### src/rtl/id_ex_pipe_reg.sv
// ID/EX pipeline register with load-use hazard detection, bubble insertion on stall/flush, and global hold.
// Optional stall/flush event counters are enabled by defining HAZARD_PERF_CNT_EN.
module id_ex_pipe_reg #(
  parameter int DATA_WIDTH = 32,
  parameter int ADDR_WIDTH = 5,
  parameter int CTRL_WIDTH = 8
) (
  input  logic                  clk,
  input  logic                  rst_n,
  input  logic                  ID_Valid,
  input  logic [DATA_WIDTH-1:0] ID_PC,
  input  logic [ADDR_WIDTH-1:0] ID_Rs1_Addr,
  input  logic [ADDR_WIDTH-1:0] ID_Rs2_Addr,
  input  logic                  ID_Rs1_Used,
  input  logic                  ID_Rs2_Used,
  input  logic [ADDR_WIDTH-1:0] ID_Rd_Addr,
  input  logic [DATA_WIDTH-1:0] ID_Rs1_Data,
  input  logic [DATA_WIDTH-1:0] ID_Rs2_Data,
  input  logic [DATA_WIDTH-1:0] ID_Imm,
  input  logic [CTRL_WIDTH-1:0] ID_Ctrl,
  input  logic                  ID_Reg_w,
  input  logic                  ID_Mem_r,
  input  logic                  ID_Mem_w,
  input  logic                  Flush,
  input  logic                  Hold,
  output logic                  EX_Valid,
  output logic [DATA_WIDTH-1:0] EX_PC,
  output logic [ADDR_WIDTH-1:0] EX_Rs1_Addr,
  output logic [ADDR_WIDTH-1:0] EX_Rs2_Addr,
  output logic [ADDR_WIDTH-1:0] EX_Rd_Addr,
  output logic [DATA_WIDTH-1:0] EX_Rs1_Data,
  output logic [DATA_WIDTH-1:0] EX_Rs2_Data,
  output logic [DATA_WIDTH-1:0] EX_Imm,
  output logic [CTRL_WIDTH-1:0] EX_Ctrl,
  output logic                  EX_Reg_w,
  output logic                  EX_Mem_r,
  output logic                  EX_Mem_w,
`ifdef HAZARD_PERF_CNT_EN
  output logic [31:0]           Stall_Cnt,
  output logic [31:0]           Flush_Cnt,
`endif
  output logic                  Stall
);

  logic                  ex_valid_q,    ex_valid_d;
  logic [DATA_WIDTH-1:0] ex_pc_q,       ex_pc_d;
  logic [ADDR_WIDTH-1:0] ex_rs1_addr_q, ex_rs1_addr_d;
  logic [ADDR_WIDTH-1:0] ex_rs2_addr_q, ex_rs2_addr_d;
  logic [ADDR_WIDTH-1:0] ex_rd_addr_q,  ex_rd_addr_d;
  logic [DATA_WIDTH-1:0] ex_rs1_data_q, ex_rs1_data_d;
  logic [DATA_WIDTH-1:0] ex_rs2_data_q, ex_rs2_data_d;
  logic [DATA_WIDTH-1:0] ex_imm_q,      ex_imm_d;
  logic [CTRL_WIDTH-1:0] ex_ctrl_q,     ex_ctrl_d;
  logic                  ex_reg_w_q,    ex_reg_w_d;
  logic                  ex_mem_r_q,    ex_mem_r_d;
  logic                  ex_mem_w_q,    ex_mem_w_d;

  logic rs1_match;
  logic rs2_match;
  logic hazard;
  logic stall;
  logic bubble;

  // A load in EX whose rd feeds an ID source cannot be forwarded in time; x0 is never a real producer.
  always_comb begin
    rs1_match = ID_Rs1_Used && (ID_Rs1_Addr == ex_rd_addr_q);
    rs2_match = ID_Rs2_Used && (ID_Rs2_Addr == ex_rd_addr_q);
    hazard    = ex_valid_q && ex_mem_r_q && (ex_rd_addr_q != '0) && (rs1_match || rs2_match);
    stall     = hazard && ID_Valid && !Flush && !Hold;
    bubble    = Flush || stall || !ID_Valid;
  end

  assign Stall = stall;

  always_comb begin
    ex_valid_d    = ex_valid_q;
    ex_pc_d       = ex_pc_q;
    ex_rs1_addr_d = ex_rs1_addr_q;
    ex_rs2_addr_d = ex_rs2_addr_q;
    ex_rd_addr_d  = ex_rd_addr_q;
    ex_rs1_data_d = ex_rs1_data_q;
    ex_rs2_data_d = ex_rs2_data_q;
    ex_imm_d      = ex_imm_q;
    ex_ctrl_d     = ex_ctrl_q;
    ex_reg_w_d    = ex_reg_w_q;
    ex_mem_r_d    = ex_mem_r_q;
    ex_mem_w_d    = ex_mem_w_q;
    if (!Hold) begin
      // Payload fields are loaded even for a bubble; only the qualifying control bits are cleared.
      ex_pc_d       = ID_PC;
      ex_rs1_addr_d = ID_Rs1_Addr;
      ex_rs2_addr_d = ID_Rs2_Addr;
      ex_rs1_data_d = ID_Rs1_Data;
      ex_rs2_data_d = ID_Rs2_Data;
      ex_imm_d      = ID_Imm;
      ex_ctrl_d     = ID_Ctrl;
      if (bubble) begin
        ex_valid_d   = 1'b0;
        ex_rd_addr_d = '0;
        ex_reg_w_d   = 1'b0;
        ex_mem_r_d   = 1'b0;
        ex_mem_w_d   = 1'b0;
      end else begin
        ex_valid_d   = 1'b1;
        ex_rd_addr_d = ID_Rd_Addr;
        ex_reg_w_d   = ID_Reg_w;
        ex_mem_r_d   = ID_Mem_r;
        ex_mem_w_d   = ID_Mem_w;
      end
    end
  end

  always_ff @(posedge clk or negedge rst_n) begin
    if (!rst_n) begin
      ex_valid_q    <= 1'b0;
      ex_pc_q       <= '0;
      ex_rs1_addr_q <= '0;
      ex_rs2_addr_q <= '0;
      ex_rd_addr_q  <= '0;
      ex_rs1_data_q <= '0;
      ex_rs2_data_q <= '0;
      ex_imm_q      <= '0;
      ex_ctrl_q     <= '0;
      ex_reg_w_q    <= 1'b0;
      ex_mem_r_q    <= 1'b0;
      ex_mem_w_q    <= 1'b0;
    end else begin
      ex_valid_q    <= ex_valid_d;
      ex_pc_q       <= ex_pc_d;
      ex_rs1_addr_q <= ex_rs1_addr_d;
      ex_rs2_addr_q <= ex_rs2_addr_d;
      ex_rd_addr_q  <= ex_rd_addr_d;
      ex_rs1_data_q <= ex_rs1_data_d;
      ex_rs2_data_q <= ex_rs2_data_d;
      ex_imm_q      <= ex_imm_d;
      ex_ctrl_q     <= ex_ctrl_d;
      ex_reg_w_q    <= ex_reg_w_d;
      ex_mem_r_q    <= ex_mem_r_d;
      ex_mem_w_q    <= ex_mem_w_d;
    end
  end

  assign EX_Valid    = ex_valid_q;
  assign EX_PC       = ex_pc_q;
  assign EX_Rs1_Addr = ex_rs1_addr_q;
  assign EX_Rs2_Addr = ex_rs2_addr_q;
  assign EX_Rd_Addr  = ex_rd_addr_q;
  assign EX_Rs1_Data = ex_rs1_data_q;
  assign EX_Rs2_Data = ex_rs2_data_q;
  assign EX_Imm      = ex_imm_q;
  assign EX_Ctrl     = ex_ctrl_q;
  assign EX_Reg_w    = ex_reg_w_q;
  assign EX_Mem_r    = ex_mem_r_q;
  assign EX_Mem_w    = ex_mem_w_q;

`ifdef HAZARD_PERF_CNT_EN
  logic [31:0] stall_cnt_q, stall_cnt_d;
  logic [31:0] flush_cnt_q, flush_cnt_d;

  // Stall already excludes Hold; Flush must be qualified here since it is ignored while held.
  always_comb begin
    stall_cnt_d = stall_cnt_q;
    flush_cnt_d = flush_cnt_q;
    if (stall && (stall_cnt_q != 32'hFFFF_FFFF)) begin
      stall_cnt_d = stall_cnt_q + 32'd1;
    end
    if (Flush && !Hold && (flush_cnt_q != 32'hFFFF_FFFF)) begin
      flush_cnt_d = flush_cnt_q + 32'd1;
    end
  end

  always_ff @(posedge clk or negedge rst_n) begin
    if (!rst_n) begin
      stall_cnt_q <= '0;
      flush_cnt_q <= '0;
    end else begin
      stall_cnt_q <= stall_cnt_d;
      flush_cnt_q <= flush_cnt_d;
    end
  end

  assign Stall_Cnt = stall_cnt_q;
  assign Flush_Cnt = flush_cnt_q;
`endif

endmodule

### config.mk
export PLATFORM = sky130hd
export DESIGN_NAME = id_ex_pipe_reg
export DESIGN_NICKNAME = d
export VERILOG_FILES = /design/src/rtl/id_ex_pipe_reg.sv
export SDC_FILE = /design/constraint.sdc
export NUM_CORES = 1
export LEC_CHECK = 0
export ABC_AREA = 1
export BUFFER_PORTS_ARGS = -buffer_cell sky130_fd_sc_hd__clkbuf_2
export CORE_ASPECT_RATIO = 0.6
export CORE_MARGIN = 2
export CORE_UTILIZATION = 45
export DETAILED_ROUTE_END_ITERATION = 10
export PLACE_DENSITY = 0.8
export SLEW_MARGIN = 25
export SYNTH_ARGS = -nofsm -noshare
export SYNTH_HDL_FRONTEND = slang
export SYNTH_SLANG_ARGS = --single-unit
### constraint.sdc
create_clock -name clk -period 1.5 [get_ports clk]
set_clock_uncertainty 0.05 [all_clocks]
set_input_delay 0.075 -clock clk [delete_from_list [all_inputs] [get_ports clk]]
set_output_delay 0.075 -clock clk [all_outputs]
set_load 0.02 [all_outputs]
# Word-level counts from Yosys, hierarchy flattened
# Index checks and enable logic that the tools add are counted.
dict set report totals {
  reg_bits 155
  latchBits 0
  ramBits 0
  rom_bits 0
  out_inout_bits 156
  word_cells 34
  n_memories 0
}
dict set report classes {
  addsub 0
  multipliers 0
  div_mod_pow 0
  magnitude_cmp 0
  n_eq_ne 2
  shifts 0
  n_mux 5
  n_bitwise 0
  reduce_logical 15
}
# operator n
set ops {}
lappend ops {{5-bit == test} 2}
lappend ops {{1-bit logical AND} 8}
lappend ops {{5-bit two-way mux} 1}
lappend ops {{5-bit nonzero test} 1}
lappend ops {{1-bit two-way mux} 4}
lappend ops {{1-bit logical NOT} 3}
lappend ops {{1-bit logical OR} 3}

# Longest topological paths before layout
dict set report logic_depth {
  word_depth 10
  ltp_mapped 9
  depth_no_buf 9
}

# Least setup slack after synthesis
# OpenSTA, ideal clock, no wires.
dict set report synth_path {
  kind {register to register}
  start {register ex_rd_addr_q[3] (netlist: EX_Rd_Addr[3])}
  end {register ex_mem_r_q (netlist: EX_Mem_r)}
  setup_ns 0.117
  t_arrival_ns 1.132
  path_slack_ns 0.201
  stages_incl_launch_ff 10
  n_path_buf 0
  path_cell_list {dfrtp_1 -> inv_1 -> nand2_1 -> nand2_1 -> nor2_1 -> nand3_1 -> nand2_1 -> nand2_2 -> nand3_1 -> nand2_1}
}
dict set report synth_between {
  elab_chain_len 10
}
# element line
set synth_lines {}
lappend synth_lines {{start: declaration} 49} ;# logic [ADDR_WIDTH-1:0] ex_rd_addr_q, ex_rd_addr_d;
lappend synth_lines {{start signal: assignment} 132} ;# ex_rd_addr_q <= ex_rd_addr_d;
lappend synth_lines {{5-bit == test, on equally long branches} {66, 67}}
lappend synth_lines {{1-bit logical AND, on equally long branches} {66, 67}}
lappend synth_lines {{1-bit logical OR} 68} ;# hazard = ex_valid_q && ex_mem_r_q && (ex_rd_addr_q != '0) && (rs1_match || rs2_match);
lappend synth_lines {{1-bit logical AND (*)} 68}
lappend synth_lines {{1-bit logical AND (*) (3 in series)} 69} ;# stall = hazard && ID_Valid && !Flush && !Hold;
lappend synth_lines {{1-bit logical OR (*) (2 in series)} 70} ;# bubble = Flush || stall || !ID_Valid;
lappend synth_lines {{1-bit two-way mux (*)} 97} ;# if (bubble) begin
lappend synth_lines {{end signal: assignment} 138} ;# ex_mem_r_q <= ex_mem_r_d;
lappend synth_lines {{end: declaration} 55} ;# logic ex_mem_r_q, ex_mem_r_d;
# Every way passes the cells marked *; elsewhere a longest branch is shown, timed or not.
# A chain may end at the register's enable or synchronous reset.

# Worst setup path after layout
dict set report layout_path {
  start {register ex_rd_addr_q[4] (netlist: EX_Rd_Addr[4])}
  end {output port Stall}
}
dict set report layout_between {
  elab_chain_len 7
}
# element line
set layout_lines {}
lappend layout_lines {{5-bit == test, on equally long branches} {66, 67}}
lappend layout_lines {{1-bit logical AND, on equally long branches} {66, 67}}
lappend layout_lines {{1-bit logical OR} 68}
lappend layout_lines {{1-bit logical AND (*)} 68}
lappend layout_lines {{1-bit logical AND (*) (3 in series)} 69}
lappend layout_lines {{end: declaration} 42} ;# output logic Stall
# Marked as above.

==> impl_metrics.env <==
export IMPL_wl_per_cell_um=16.1
export IMPL_grt_overflow=0
export IMPL_violations="setup timing"
export IMPL_syn_num_nets=867
export IMPL_leakage_nw=5.75
export IMPL_ant_nets=0
export IMPL_max_cap_violations=0
export IMPL_routabilityCongestion=0.892
export IMPL_first_pass_iters=5
export IMPL_hold_violations=0
export IMPL_max_freq_mhz=586
export IMPL_worstSetupPathType="reg2out"
export IMPL_layout_min_cycle_time_ns=1.71
export IMPL_num_vias=6536
export IMPL_ys_seq_area_frac=0.645
export IMPL_fin_ws_ns=-0.208
export IMPL_num_io_pins=317
export IMPL_dr_wl_met2_um=11400
export IMPL_grt_pass1_vias=6713
export IMPL_ff2ff_path_depth=12
export IMPL_rsz0062_at_grt="yes"
export IMPL_grt_pass1_wl_um=33900
export IMPL_hpwl_um=12100
export IMPL_drive_gt1_frac=0.317
export IMPL_cts_buffer_depth=2
export IMPL_avgSynthCellArea_um2=8.52
export IMPL_slew_violations=0
export IMPL_power_net_switching_mw=3.32
export IMPL_p_int_mw=7.76
export IMPL_drc_errors=0
export IMPL_routed_wirelength_um=21800
export IMPL_total_power_mw=11.1
export IMPL_pwr_share_seq=0.432
export IMPL_grt_max_degree=165
export IMPL_area_delta_synth_final_pct=66.6
export IMPL_power_frac_comb=0.195
export IMPL_synth_seq_cells=155
export IMPL_vias_per_cell=4.81
export IMPL_design_die_area_um2=14300
export IMPL_synthDistinctLibCells=13
export IMPL_fin_crit_sh=1.14
export IMPL_holdCritPathClass="in2async"
export IMPL_drtIter0Drc=504
export IMPL_place_area_um2=7810
export IMPL_layout_common_cells="nand2_1, clkbuf_2, dlygate4sd3_1"
export IMPL_final_common_cell="nand2_1"
export IMPL_synth_area_um2=6010
export IMPL_rrSetupSlack_ns=-0.16
export IMPL_netlist_instances=706
export IMPL_ir_drop_mv=0.696
export IMPL_finalSetupViolCount=10
export IMPL_cts_buffers=17
export IMPL_die_w_um=153
export IMPL_startpoint_type="register"
export IMPL_worstSkewPairLatency_ns=0.41
export IMPL_antenna_cells=0
export IMPL_die_h_um=93.6
export IMPL_swShare=0.299
export IMPL_relSlewSlack=0.543
export IMPL_r2r_end="EX_Rd_Addr[1]"
export IMPL_initial_core_util=0.465
export IMPL_htreeDepth=4
export IMPL_final_util=0.775
export IMPL_clk_pin_slew_worst_paths_ns=0.07
export IMPL_synth_warnings=0
export IMPL_required_ns=1.37
export IMPL_max_slew_worst_pin_slew_ns=0.685
export IMPL_clockPowerShare=0.373
export IMPL_arrival_ns=1.58
export IMPL_nets=1337
export IMPL_met1_length_um=8050
export IMPL_maxUsedRoutingLayer="met4"
export IMPL_status="complete, but fails checks"
export IMPL_grtUsageTotal=0.304
export IMPL_rows=32
export IMPL_pwr_density_cell_nw_per_um2=1110
export IMPL_final_area_um2=10000
export IMPL_root_buffer="clkbuf_16"
export IMPL_io_buffers=316
export IMPL_grt_antenna_before_repair=0
export IMPL_r2r_start="EX_Rd_Addr[4]"
export IMPL_cts_tree="yes"
export IMPL_clock_sinks=155
export IMPL_cp_max_fo=5
export IMPL_wl_met3_um=1770
export IMPL_fin_tns_setup_ns=-1.09
export IMPL_core_um2=12900
export IMPL_critPathCaptureType="output port"
-- kinds of logic after synthesis --
kind of cell	share of synthesized area
AOI/OAI and AO/OA	0.00749
buffers and inverters	0.0337
DFF	0.645
and+or+nand+nor	0.314
-- state kept, by name (all words and copies together), names as in the netlist --
| name | count |
|---|---|
| EX_Rd_Addr | 5 |
| EX_Mem_w | 1 |
| EX_Ctrl | 8 |
| EX_Imm | 32 |
| EX_Rs2_Data | 32 |
| EX_Mem_r | 1 |
| EX_Rs1_Addr | 5 |
| EX_Rs1_Data | 32 |
| EX_PC | 32 |
| EX_Reg_w | 1 |
| EX_Rs2_Addr | 5 |
| EX_Valid | 1 |
-- through the flow --
step	cells	hold slack, ns	worst slack [ns]
2_1_floorplan	706	-0.271	0.201
5_1_grt	1358	0.121	-0.280
4_1_cts	1357	0.0820	-0.206
3_3_place_gp	1167	-0.0221	0.148
6_report	1358	0.0992	-0.208
3_5_place_dp	1167	-0.0175	0.0992
-- worst max-delay path by stage --
stage | startpoint | endpoint | slack [ns] | depth (start not counted)
finish | EX_Rd_Addr[4] | Stall | -0.21 | 9
global route | EX_Rd_Addr[4] | Stall | -0.28 | 9
CTS | EX_Rd_Addr[4] | Stall | -0.21 | 9
detailed placement | EX_Rd_Addr[4] | Stall | 0.1 | 9
global placement | EX_Rd_Addr[0] | Stall | 0.15 | 9
floorplan | EX_Rd_Addr[3] | EX_Mem_r | 0.20 | 9
-- synth_stat cells --
| library cell | count | area share |
|---|---|---|
| buf_1 | 3 | 0.0019 |
| inv_1 | 14 | 0.0087 |
| clkbuf_1 | 15 | 0.0094 |
| buf_2 | 15 | 0.012 |
| nand3_1 | 12 | 0.010 |
| inv_2 | 2 | 0.0012 |
| nand2_2 | 2 | 0.0021 |
| o21ai_0 | 9 | 0.0075 |
| nor3_1 | 1 | 0.00083 |
| dfrtp_1 | 155 | 0.64 |
| nand2_1 | 468 | 0.29 |
| nor2_8 | 1 | 0.0033 |
| nor2_1 | 9 | 0.0056 |
-- critical path, cell delays in order, from the launching register on --
cell	delay (ns)
dfrtp_1	0.42
inv_2	0.08
nand2_2	0.07
nand2_1	0.05
nor2_1	0.12
nand3_1	0.10
nand2_2	0.10
nand2_4	0.06
inv_2	0.07
buf_8	0.10
-- routing by layer --
metal,vias up,global-route usage
met3,65,0.0876
met2,342,0.528
met4,0,0.137
met1,3070,0.356
met5,-,0
li1,3059,-
-- repair_timing --
action / CTS / global route
endpoints found under the setup margin: 1 / 10
resized for setup: 6 / 13
hold buffers: 155 / 0
buffers inserted: 4 / 1
pin swaps: 2 / 7
endpoints found under the hold margin: 309 / 0
-- power groups by stage --
stage / sequential, mW / combinational, mW / clock [mW]
2_1_floorplan: 5.27 / 0.461 / 0
3_3_place_gp: 4.81 / 1.74 / 0
3_5_place_dp: 4.82 / 1.78 / 0
4_1_cts: 4.76 / 2.10 / 4.15
5_1_grt: 4.82 / 2.33 / 4.38
6_report: 4.78 / 2.16 / 4.13
-- layout make-up --
cell class	count	area [µm²]
flip-flops and latches	155	3880
repair buffers	484	3330
fillers	831	2910
multi-input cells	502	1970
clock buffers	20	447
well taps	170	213
clock inverters	11	111
inverters	16	62.6
No activity file was read; power rests on OpenSTA's default activity.
